[config.mk]
export PLATFORM = sky130hd
export DESIGN_NAME = board_ctrl_panel
export DESIGN_NICKNAME = d
export VERILOG_FILES = /design/src/rtl/board_ctrl_pkg.sv /design/src/rtl/btn_debounce.sv /design/src/rtl/board_ctrl_panel.sv
export SDC_FILE = /design/constraint.sdc
export NUM_CORES = 1
export LEC_CHECK = 0
export CAP_MARGIN = 20
export CORE_ASPECT_RATIO = 1.5
export CORE_UTILIZATION = 35
export DETAILED_ROUTE_END_ITERATION = 6
export DONT_BUFFER_PORTS = 1
export HOLD_SLACK_MARGIN = 0.03
export PLACE_DENSITY = 0.56
export RECOVER_POWER = 25
export SYNTH_ARGS = -nofsm -noshare
export SYNTH_HDL_FRONTEND = slang
export SYNTH_HIERARCHICAL = 1
export SYNTH_SLANG_ARGS = --single-unit
[constraint.sdc]
create_clock -name clk -period 5.8 [get_ports clk]
set_input_delay 0.29 -clock clk [delete_from_list [all_inputs] [get_ports clk]]
set_output_delay 0.29 -clock clk [all_outputs]
set_load 0.1 [all_outputs]
[src/rtl/board_ctrl_pkg.sv]
// board_ctrl_pkg: display mode encodings and width helper shared by the board front-end
package board_ctrl_pkg;
  typedef enum logic [1:0] {
    MODE_STATUS = 2'd0,
    MODE_RESULT = 2'd1,
    MODE_HEART  = 2'd2,
    MODE_BAD    = 2'd3
  } mode_t;
  function automatic int clog2_min1(input int v);
    return (v > 1) ? $clog2(v) : 1;
  endfunction
endpackage

[src/rtl/btn_debounce.sv]
// btn_debounce: synchroniser chain, counter debounce and registered rise pulse for one button
module btn_debounce
  import board_ctrl_pkg::*;
#(
  parameter int SYNC_STAGES     = 2,
  parameter int DEBOUNCE_CYCLES = 125000
) (
  input  logic clk,
  input  logic rst,
  input  logic btn_in,
  output logic level,
  output logic rise
);
  localparam int CW = clog2_min1(DEBOUNCE_CYCLES);
  logic [SYNC_STAGES-1:0] sync_q;
  logic [CW-1:0] cnt;
  logic sync, flip;
  assign sync = sync_q[SYNC_STAGES-1];
  assign flip = (sync != level) && (cnt == CW'(DEBOUNCE_CYCLES - 1));
  always_ff @(posedge clk) begin
    if (rst) begin
      sync_q <= '0;
      cnt    <= '0;
      level  <= 1'b0;
      rise   <= 1'b0;
    end else begin
      sync_q <= {sync_q[SYNC_STAGES-2:0], btn_in};
      cnt    <= (sync == level || flip) ? '0 : cnt + 1'b1;
      level  <= flip ? sync : level;
      rise   <= flip & sync;
    end
  end
endmodule

[src/rtl/board_ctrl_panel.sv]
// board_ctrl_panel: debounced buttons, mode FSM and paged LED display engine
module board_ctrl_panel
  import board_ctrl_pkg::*;
#(
  parameter int N_BTN           = 4,
  parameter int SYNC_STAGES     = 2,
  parameter int DEBOUNCE_CYCLES = 125000,
  parameter int MODE_BTN        = 3,
  parameter int N_MACS          = 4,
  parameter int ACC_W           = 16,
  parameter int N_LED           = 4,
  parameter int PAGE_CYCLES     = 62500000
) (
  input  logic                    clk,
  input  logic                    rst,
  input  logic [N_BTN-1:0]        btn_in,
  output logic [N_BTN-1:0]        btn_level,
  output logic [N_BTN-1:0]        btn_rise,
  input  logic                    busy,
  input  logic [N_MACS-1:0]       valid_in,
  input  logic [N_MACS*ACC_W-1:0] acc_flat,
  output logic [1:0]              mode,
  output logic [N_LED-1:0]        led
);
  localparam int SLICES = ACC_W / N_LED;
  localparam int PW     = clog2_min1(PAGE_CYCLES);
  localparam int CHW    = clog2_min1(N_MACS);
  localparam int SW     = clog2_min1(SLICES);
  mode_t mode_q, mode_d;
  logic [PW-1:0] page_cnt;
  logic [CHW-1:0] ch, next_ch;
  logic [SW-1:0] slice;
  logic heart, page_tick, mode_chg, last_slice;
  logic [N_LED-1:0] led_d;
  logic [N_LED+N_MACS-1:0] vext;
  logic unused_vext;
  genvar i;
  generate
    for (i = 0; i < N_BTN; i++) begin : g_btn
      btn_debounce #(
        .SYNC_STAGES    (SYNC_STAGES),
        .DEBOUNCE_CYCLES(DEBOUNCE_CYCLES)
      ) u_db (
        .clk   (clk),
        .rst   (rst),
        .btn_in(btn_in[i]),
        .level (btn_level[i]),
        .rise  (btn_rise[i])
      );
    end
  endgenerate
  assign mode        = mode_q;
  assign page_tick   = page_cnt == PW'(PAGE_CYCLES - 1);
  assign last_slice  = slice == SW'(SLICES - 1);
  assign next_ch     = (ch == CHW'(N_MACS - 1)) ? '0 : ch + 1'b1;
  assign vext        = {{N_LED{1'b0}}, valid_in};
  assign unused_vext = ^vext;
  always_comb begin
    mode_d = mode_q;
    if (mode_q == MODE_BAD)
      mode_d = MODE_STATUS;
    else if (btn_rise[MODE_BTN])
      mode_d = (mode_q == MODE_STATUS) ? MODE_RESULT :
               (mode_q == MODE_RESULT) ? MODE_HEART : MODE_STATUS;
    mode_chg = mode_d != mode_q;
    led_d = (mode_q == MODE_RESULT) ? acc_flat[ch*ACC_W + slice*N_LED +: N_LED] :
            (mode_q == MODE_HEART)  ? {(N_LED-1)'(ch), heart} :
                                      {busy, vext[N_LED-2:0]};
  end
  always_ff @(posedge clk) begin
    if (rst) begin
      mode_q   <= MODE_STATUS;
      page_cnt <= '0;
      ch       <= '0;
      slice    <= '0;
      heart    <= 1'b0;
      led      <= '0;
    end else begin
      mode_q <= mode_d;
      led    <= led_d;
      if (mode_chg) begin
        page_cnt <= '0;
        ch       <= '0;
        slice    <= '0;
        heart    <= 1'b0;
      end else begin
        page_cnt <= page_tick ? '0 : page_cnt + 1'b1;
        if (page_tick && mode_q == MODE_RESULT) begin
          slice <= last_slice ? '0 : slice + 1'b1;
          if (last_slice) ch <= next_ch;
        end
        if (page_tick && mode_q == MODE_HEART) begin
          heart <= ~heart;
          if (heart) ch <= next_ch;
        end
      end
    end
  end
endmodule

==> results.toml, run 1 <==
[power]
ir_worst_vdd_uv = 145.1
p_per_area_nw_per_um2 = 298.0
p_leak_nw = 2.135

[logic_synthesis]
yosys.area.top_type = "dfxtp_1"
synth_flop_cell = "dfxtp_1"
synth_area_per_cell_um2 = 9.422
async_reset_ff_share_pct = 0
synth.distinct_cells = 51
synth_seq_cells = 121
syn_area_um2 = 6096
synthesis.instances = 647
yosysSeqAreaShare_pct = 39.74
synth_nets = 729
synth_edf_count = 0
yosys_warnings = 6
synthTopCellsByArea = "dfxtp_1 (40%), xnor2_1 (7.6%), mux4_2 (5.9%)"
synth_top_area_share_pct = 39.74

[critical_path]
critical-path-top-delay-family = "simple AND/OR/NAND/NOR gates"
slowest_delay_ns = 1.06
critPathLaunchType = "register"
crit_type = "register to register"
cp_slowest_cell = "clkbuf_1"
critPathRequiredTime_ns = 6.09
path_cells = "clkbuf_1 -> nor2_1 -> nand2_1 -> or3_1 -> mux2i_1"
arrival_ns = 3.03
crit_fanout = 28
path_buf_inv = 1
end_kind = "register"

[detailed_routing]
vias_per_cell = 5.389
via_count = 4710
drtAntennaViolNets = 0
finalWirelength_mm = 13.33
drc = 0
routedWlPerCell_um = 15.25
drt_iter0_drc = 173
drt_pass1_iterations = 4

[placed_design]
gp_congestion = 0.8057
io_buffers = 0
dp_hpwl_mm = 9.321
dp_slack_ns = 3.082

[cts]
cts_tree = "done"
cts_resized = 0
cts_setup_buffers = 0
cts-buffers-inserted = 17
clock_path_buffers = 2
cts_root_buf = "clkbuf_16"
htree_levels = 4
hold_buffers = 4
cts_sinks = 121
clk_pin_slew_ns = 0.06
clkLatencyLatePin_ns = 0.41

[timing]
setup_viol = 0
setup-tns-final_ns = 0
slew_headroom_pct = -3.611
period_minus_slack_ns = 2.738
fmax_mhz = 365.2
hold-worst-slack_ns = 0.08076
rsz0062_at_grt = "false"
tightest_slew_ns = 1.554
hold_violations = 0
fin_ws_ns = 3.062
maxSlewViolCount = 9
fin_crit_sh_pct = 47.21
clock_skew_ns = 0.008445

[worst_hold_path]
hold_class = "input pin to register"

[grt]
overflow = 0
grt_pass1_wl_mm = 21.98
grt_pass1_vias = 4691
grt_max_degree = 29
grtUsageTotal_pct = 15.49
grt_antenna_before_repair = 0

[final_layout]
syn2layout_area_growth_pct = 13.75
drive_gt1_share_pct = 12.95
fin_nets = 733
fillers = 1675
final_cell_mix = "dfxtp_1 (121), nor2_1 (79), xnor2_1 (53)"
antenna_cells = 0
final_common_cell = "dfxtp_1"

[outcome]
status = "finished, violations left"
violations = "capacitance limit, slew limit"

[floorplan]
dieHeight_um = 163.6
start_util_pct = 36.05
die_w_um = 109.8
die-area_um2 = 17960
core_area_um2 = 16910
io_pins = 89
rows = 58

[flow_run]
drv_cap = 1
## cells in the mapped netlist (5+ instances only)
cell	number
clkbuf_1	10
nand2b_1	6
nor4_1	22
and3_1	15
nand3_1	41
mux2i_1	9
xor2_1	22
mux4_2	16
buf_2	5
nand4_2	5
or4_1	5
buf_6	5
nor3_1	34
xnor2_1	53
a21oi_1	8
o21ai_0	9
nand4_1	26
dfxtp_1	121
inv_1	16
a211oi_1	7
ha_1	7
or3_1	10
nor2b_1	12
nor2_1	79
nand2_1	34
## layer usage
layer	global-route usage, %	vias to the layer above	wire [um]
met5	0	-	0
met4	5.030	0	138
met3	3.791	10	358
met2	26.70	65	6966
met1	18.60	2279	5863
li1	-	2356	-
## report_power, final
part / leakage (nW) / total [mW] / switching [mW] / internal (mW)
sequential: 0.978 / 0.854 / 0.0161 / 0.838
clock: 0.316 / 1.17 / 0.377 / 0.797
combinational: 0.841 / 0.0377 / 0.0183 / 0.0193
## logic make-up after synthesis
| group | share of synthesized area (%) |
|---|---|
| adder cells (fa/ha/maj) | 1.437 |
| buffers and inverters | 3.264 |
| XOR/XNOR | 10.78 |
| multiplexers | 8.128 |
| AO/OA/AOI/OAI | 6.384 |
| AND/OR/NAND/NOR | 30.27 |
| flip-flops | 39.74 |
## metrics by stage
step	instances	util [%]	power, mW	cell area [um2]
after floorplan	647	-	0.9009	6096
after global placement	836	36.92	0.9043	6242
after detailed placement	836	36.92	0.9050	6242
after CTS	872	41.07	2.087	6944
after global routing	874	41.01	2.135	6934
final	874	41.01	2.066	6934
## state kept, by name, indices dropped and copies added (netlist names)
signal,cells
ch,2
heart,1
slice,2
g_btn.u_db/rise,4
mode,2
led,4
page_cnt,26
g_btn.u_db/cnt,68
g_btn.u_db/level,4
g_btn.u_db/sync_q,8
## worst paths after layout
kind	slack [ns]	endpoint	from	depth (start not counted)
worst min-delay path	0.08	led[0]	rst	1
worst max-delay path	3.06	ch[0]	g_btn[3].u_db/rise	5
worst max register to register	3.06	ch[0]	g_btn[3].u_db/rise	5
worst min register to register	0.44	g_btn[0].u_db/sync_q[1]	g_btn[0].u_db/sync_q[0]	1
## layout make-up
| cell class | instances | area (um2) | area share (%) |
|---|---|---|---|
| Sequential cell | 121 | 2422 | 34.93 |
| Clock inverter | 11 | 191.4 | 2.761 |
| Tap cell | 210 | 262.8 | 3.789 |
| Clock buffer | 21 | 470.5 | 6.785 |
| Timing Repair Buffer | 9 | 82.58 | 1.191 |
| Multi-Input combinational cell | 486 | 3445 | 49.68 |
| Inverter | 16 | 60.06 | 0.8661 |
Note: power is estimated with default switching activity, not from simulation.
==> run 2, diff against run 1 <==
- clock period: 5.8 -> 2.6 ns (I/O delays scaled with it)
==> run 2 against run 1 <==
Effect of this change:
- the run still ends with capacitance limit, slew limit left
- wire length is 0.63% lower
- critical path depth is 1 lower
- global-route usage is 0.16 points higher
- clock power is 110% higher
- combinational power is 150% higher
- sequential share of layout area is 0.40 points lower
- sequential power is 120% higher
- non-clock buffer count is 14 higher
- fmax is 18% higher
- clock skew is 0.0026 ns lower
- worst setup slack worse by 2.8 ns
- total power is 120% higher
- critical endpoint is now g_btn[0].u_db/level
==> results.toml, run 2 (synthesized netlist as in run 1, its figures left out) <==
[final_layout]
fillers = 1618
regArea_um2 = 2422
final_cell_mix = "dfxtp_1 (121), nor2_1 (79), xnor2_1 (53)"
drive_gt1_share_pct = 13.72
multi_input_area_um2 = 3467
regMostFlops = "g_btn.u_db/cnt"
largest_reg_flops = 68
fin_nets = 747
syn2layout_area_growth_pct = 15.09
top_regs = "g_btn.u_db/cnt x68, page_cnt x26, g_btn.u_db/sync_q x8"
antenna_cells = 0
final_common_cell = "dfxtp_1"

[critical_path]
arrival_ns = 2.68
r2r-end = "g_btn[0].u_db/level"
end_kind = "register"
critPathRequiredTime_ns = 2.96
slowest_delay_ns = 0.96
r2r_slack_ns = 0.28
r2r_cells = 4
crit_type = "register to register"
reg2reg_from = "g_btn[0].u_db/level"
critPathLaunchType = "register"
crit_fanout = 4
path_cells = "clkbuf_1 -> a21bo_2 -> a21oi_1 -> dlygate4sd3_1"
cp_slowest_cell = "clkbuf_1"

[power]
ir_worst_vdd_uv = 297.5
swShare_pct = 19.97
combPwrFrac_pct = 2.1
seq_power_share_pct = 42.4
p_leak_nw = 2.183
p_per_area_nw_per_um2 = 641.1
p_total_mw = 4.498
clock_power_share_pct = 55.5
p_int_mw = 3.599
p_sw_mw = 0.8982

[timing]
rsz0062_at_grt = "false"
tightest_slew_ns = 1.521
hold_violations = 0
setup_viol = 0
fmax_mhz = 431.2
clock_skew_ns = 0.005842
setup-tns-final_ns = 0
fin_crit_sh_pct = 89.19
period_minus_slack_ns = 2.319
maxSlewViolCount = 29
slew_headroom_pct = -1.381

[grt]
overflow = 0
grt_pass1_vias = 4666
grt_pass1_wl_mm = 21.86
grt_antenna_before_repair = 0
grt_max_degree = 29
grtUsageTotal_pct = 15.65

[cts]
clock_path_buffers = 2
cts_resized = 0
cts_tree = "done"
clkLatencyLatePin_ns = 0.42
htree_levels = 4
cts_setup_buffers = 0
clk_pin_slew_ns = 0.05
cts-buffers-inserted = 17
cts_root_buf = "clkbuf_16"
hold_buffers = 11
cts_sinks = 121

[placed_design]
gp_congestion = 0.8143
io_buffers = 0
dp_hpwl_mm = 9.375

[detailed_routing]
drt_pass1_iterations = 4
drtAntennaViolNets = 0
via_count = 4710
drc = 0
drt_iter0_drc = 167
finalWirelength_mm = 13.24
vias_per_cell = 5.304
routedWlPerCell_um = 14.91

[floorplan]
die-area_um2 = 17960
io_pins = 89
core_area_um2 = 16910
die_w_um = 109.8
rows = 58
dieHeight_um = 163.6
start_util_pct = 36.05

[worst_hold_path]
hold_end = "slice[0]"
holdPathStages = 4
hold_class = "input pin to register"
min-delay-start = "rst"

[outcome]
violations = "capacitance limit, slew limit"
status = "finished, violations left"

[flow_run]
drv_cap = 1
[run 2: how the worst max path moves through the flow]
stage	startpoint	to	slack, ns	cells past startpoint
final	g_btn[0].u_db/level	g_btn[0].u_db/level	0.28	4
after global routing	rst	g_btn[0].u_db/cnt[8]	0.13	5
after CTS	page_cnt[0]	page_cnt[22]	0.34	5
after detailed placement	page_cnt[0]	page_cnt[24]	0.33	5
after global placement	page_cnt[0]	page_cnt[24]	0.40	5
after floorplan	page_cnt[0]	page_cnt[22]	0.40	6
[run 2: power groups by stage]
stage | registers (mW) | clock network (mW) | logic [mW]
2_1_floorplan | 1.94 | 0 | 0.0668
3_3_place_gp | 1.95 | 0 | 0.0721
3_5_place_dp | 1.95 | 0 | 0.0744
4_1_cts | 1.91 | 2.56 | 0.0983
5_1_grt | 1.91 | 2.65 | 0.102
6_report | 1.91 | 2.50 | 0.0933
[run 2: worst max-delay path: cells and delay by family, from the launching register on]
family          cells  cell delay (ns)
buf+inv             2             1.54
compound gates      2             0.43
flops               1             0.30
[run 2: final cells by class]
class                           instances  area share (%)
Clock buffer                           25           7.491
Clock inverter                          7           1.569
Inverter                               16          0.8561
Multi-Input combinational cell        486           49.42
Sequential cell                       121           34.53
Tap cell                              210           3.745
Timing Repair Buffer                   23           2.390
[run 2: through the flow]
| step | hold slack [ns] | instances | cell area [um2] | worst slack, ns | utilization (%) |
|---|---|---|---|---|---|
| after floorplan | 0.1991 | 647 | 6096 | 0.4011 | - |
| after global placement | 0.2048 | 845 | 6310 | 0.4038 | 37.32 |
| after detailed placement | 0.2070 | 845 | 6310 | 0.3305 | 37.32 |
| after CTS | 0.03162 | 888 | 7066 | 0.3394 | 41.79 |
| after global routing | 0.06781 | 888 | 7015 | 0.1340 | 41.49 |
| final | 0.05294 | 888 | 7015 | 0.2810 | 41.49 |
[run 2: per-layer routing]
layer / share of wire (%) / GRT usage, %
met1: 43 / 18.43
met2: 51 / 25.93
met3: 3.4 / 4.709
met4: 2.0 / 6.848
met5: 0 / 0
==> run 3, diff against run 2 <==
- ABC_AREA: default -> 1
- CORE_ASPECT_RATIO: 1.5 -> 0.9
==> run 3 against run 2 <==
Effect of this change:
- the run now ends clean
- combinational power up 11%
- sequential share of layout area down 3.5 points
- critical path depth up 2
- worst hold slack better by 0.025 ns
- fmax up 7.0%
- via count up 35%
- synthesized cell count up 68%
- die area up 13%
- area after synthesis up 14%
- critical path type unchanged
- largest cell class unchanged
- highest routed layer unchanged
==> results.toml, run 3 <==
[logic_synthesis]
synth_nets = 1169
synth_seq_cells = 121
synth.distinct_cells = 34
synth_common_cells = "nand2_1 (267), nor2_1 (196), inv_1 (163)"
synth_edf_count = 0
syn_area_um2 = 6932
synthesis.instances = 1087
synth_top_area_share_pct = 34.95
yosysMostFrequentCell = "nand2_1"
synth_area_per_cell_um2 = 6.377
yosys_warnings = 6
synthTopCellsByArea = "dfxtp_1 (35%), nand2_1 (14%), nor2_1 (11%)"
yosys.area.top_type = "dfxtp_1"
yosysSeqAreaShare_pct = 34.95
async_reset_ff_share_pct = 0
synth_flop_cell = "dfxtp_1"

[grt]
grt_antenna_before_repair = 0
grt_pass1_vias = 5767
grtUsageTotal_pct = 16.58
grt_pass1_wl_mm = 26.83
overflow = 0
grt_max_degree = 34

[placed_design]
gp_congestion = 0.8730
dp_hpwl_mm = 12.26
io_buffers = 0
dp.cells = 1328

[detailed_routing]
drt_iter0_drc = 395
via_count = 6340
drt_pass1_iterations = 5
vias_per_cell = 4.645
drtAntennaViolNets = 0
routedWlPerCell_um = 11.87
finalWirelength_mm = 16.21
drc = 0

[critical_path]
critPathLaunchType = "register"
reg2reg_from = "g_btn[3].u_db/level"
path_cells = "clkbuf_1 -> or2_0 -> nand2_1 -> nand2_1 -> o21bai_4 -> a21oi_1"
cp_common_cell = "nand2_1"
r2r_cells = 6
cp_slowest_cell = "clkbuf_1"
r2r_slack_ns = 0.43
crit_type = "register to register"
crit_start = "g_btn[3].u_db/level"
r2r-end = "g_btn[3].u_db/cnt[3]"
crit_fanout = 15
critPathRequiredTime_ns = 2.88
end_kind = "register"
arrival_ns = 2.45
critPathCapture = "g_btn[3].u_db/cnt[3]"
slowest_delay_ns = 0.95

[timing]
fin_crit_sh_pct = 83.36
maxSlewViolCount = 0
setup-tns-final_ns = 0
tightest_slew_ns = 1.326
rsz0062_at_grt = "false"
fmax_mhz = 461.4
clock_skew_ns = 0.01200
hold_violations = 0
period_minus_slack_ns = 2.167
slew_headroom_pct = 11.63
setup_viol = 0

[floorplan]
io_pins = 89
die-area_um2 = 20370
core_area_um2 = 19280
start_util_pct = 35.96
die_w_um = 150.3
rows = 48
dieHeight_um = 135.5

[final_layout]
regArea_um2 = 2422
largest_reg_flops = 68
top_regs = "g_btn.u_db/cnt x68, page_cnt x26, g_btn.u_db/sync_q x8"
final_cell_mix = "nand2_1 (268), nor2_1 (196), inv_1 (163)"
fin_cells = 1365
regMostFlops = "g_btn.u_db/cnt"
drive_gt1_share_pct = 6.816
multi_input_area_um2 = 3737
syn2layout_area_growth_pct = 12.73
antenna_cells = 0
final_common_cell = "nand2_1"
fillers = 2085
fin_util_pct = 40.53
fin_nets = 1186

[cts]
htree_levels = 4
cts_tree = "done"
clkLatencyLatePin_ns = 0.42
cts_sinks = 121
clock_path_buffers = 2
cts_root_buf = "clkbuf_16"
cts_resized = 0
clk_pin_slew_ns = 0.05
cts-buffers-inserted = 17

[power]
clock_power_share_pct = 53.3
swShare_pct = 21.26
p_sw_mw = 0.9151
ir_worst_vdd_uv = 376.0
p_per_area_nw_per_um2 = 550.9
p_int_mw = 3.389
p_leak_nw = 3.011
seq_power_share_pct = 44.2
combPwrFrac_pct = 2.4
p_total_mw = 4.304

[outcome]
status = "complete, no violations"

[worst_hold_path]
hold_class = "input pin to register"

[flow_run]
drv_cap = 0
run 3: changes by cell type after synthesis, sizes merged, moves of 15 or more:
cell   change
nor4      -18
o21ai     +21
and3      -19
nand2    +242
inv      +152
nor2     +131
mux4      -16
nand3     +46
xnor2     -41
nor3      -15
a21oi     +40
run 3: cells by family after synthesis:
family / count (synthesis) / synth area share (%)
and+or+nand+nor: 645 / 40.43
DFF: 121 / 34.95
AOI/OAI and AO/OA: 92 / 8.014
xor gates and xnor gates: 35 / 4.422
buffers and inverters: 187 / 10.92
adders and majority gates: 7 / 1.263
run 3: worst min path at each step:
stage / from / end / slack [ns] / cells past startpoint
floorplan: rst / led[0] / 0.20 / 1
global placement: rst / g_btn[2].u_db/sync_q[0] / 0.20 / 1
detailed placement: rst / led[3] / 0.20 / 1
CTS: acc_flat[17] / led[1] / 0.06 / 6
global route: acc_flat[17] / led[1] / 0.13 / 6
finish: acc_flat[17] / led[1] / 0.08 / 6
run 3: routing by layer:
layer | up-vias | part of all wire, % | GRT usage [%]
li1 | 3443 | - | -
met3 | 13 | 5.4 | 3.502
met5 | - | 0 | 0
met1 | 2729 | 49 | 21.75
met4 | 0 | 1.0 | 5.612
met2 | 155 | 44 | 26.86
run 3: power by group through the flow:
stage | combinational, mW | clock, mW | sequential (mW)
6_report | 0.104 | 2.30 | 1.90
5_1_grt | 0.120 | 2.44 | 1.90
3_5_place_dp | 0.0903 | 0 | 1.94
3_3_place_gp | 0.0895 | 0 | 1.94
2_1_floorplan | 0.0797 | 0 | 1.94
4_1_cts | 0.106 | 2.37 | 1.90
run 3: stage by stage:
stage	cell area [um2]	setup slack [ns]	hold WS, ns
floorplan	6932	0.6819	0.1991
global placement	7193	0.7095	0.2038
detailed placement	7193	0.6709	0.2031
CTS	7848	0.4627	0.06063
global route	7814	0.3039	0.1324
finish	7814	0.4328	0.07806
run 3: area by class of cell:
type	count	area share, %
clock inverters	6	0.8006
inverters	168	8.070
multi-input cells	779	47.83
well taps	250	4.003
clock buffers	24	6.677
repair buffers	17	1.617
flip-flops and latches	121	31.00
run 3: critical path: cells and delay by family, from the launching register on:
kind | cells | cell delay [ns]
AO/OA/AOI/OAI | 2 | 0.33
buffers and inverters | 1 | 0.95
flip-flops | 1 | 0.30
AND/OR/NAND/NOR | 3 | 0.45
run 3: what timing repair did:
action / in CTS / in global routing
endpoints found under the hold margin: 31 / 0
hold buffers: 7 / 0
buffers inserted: 0 / 0
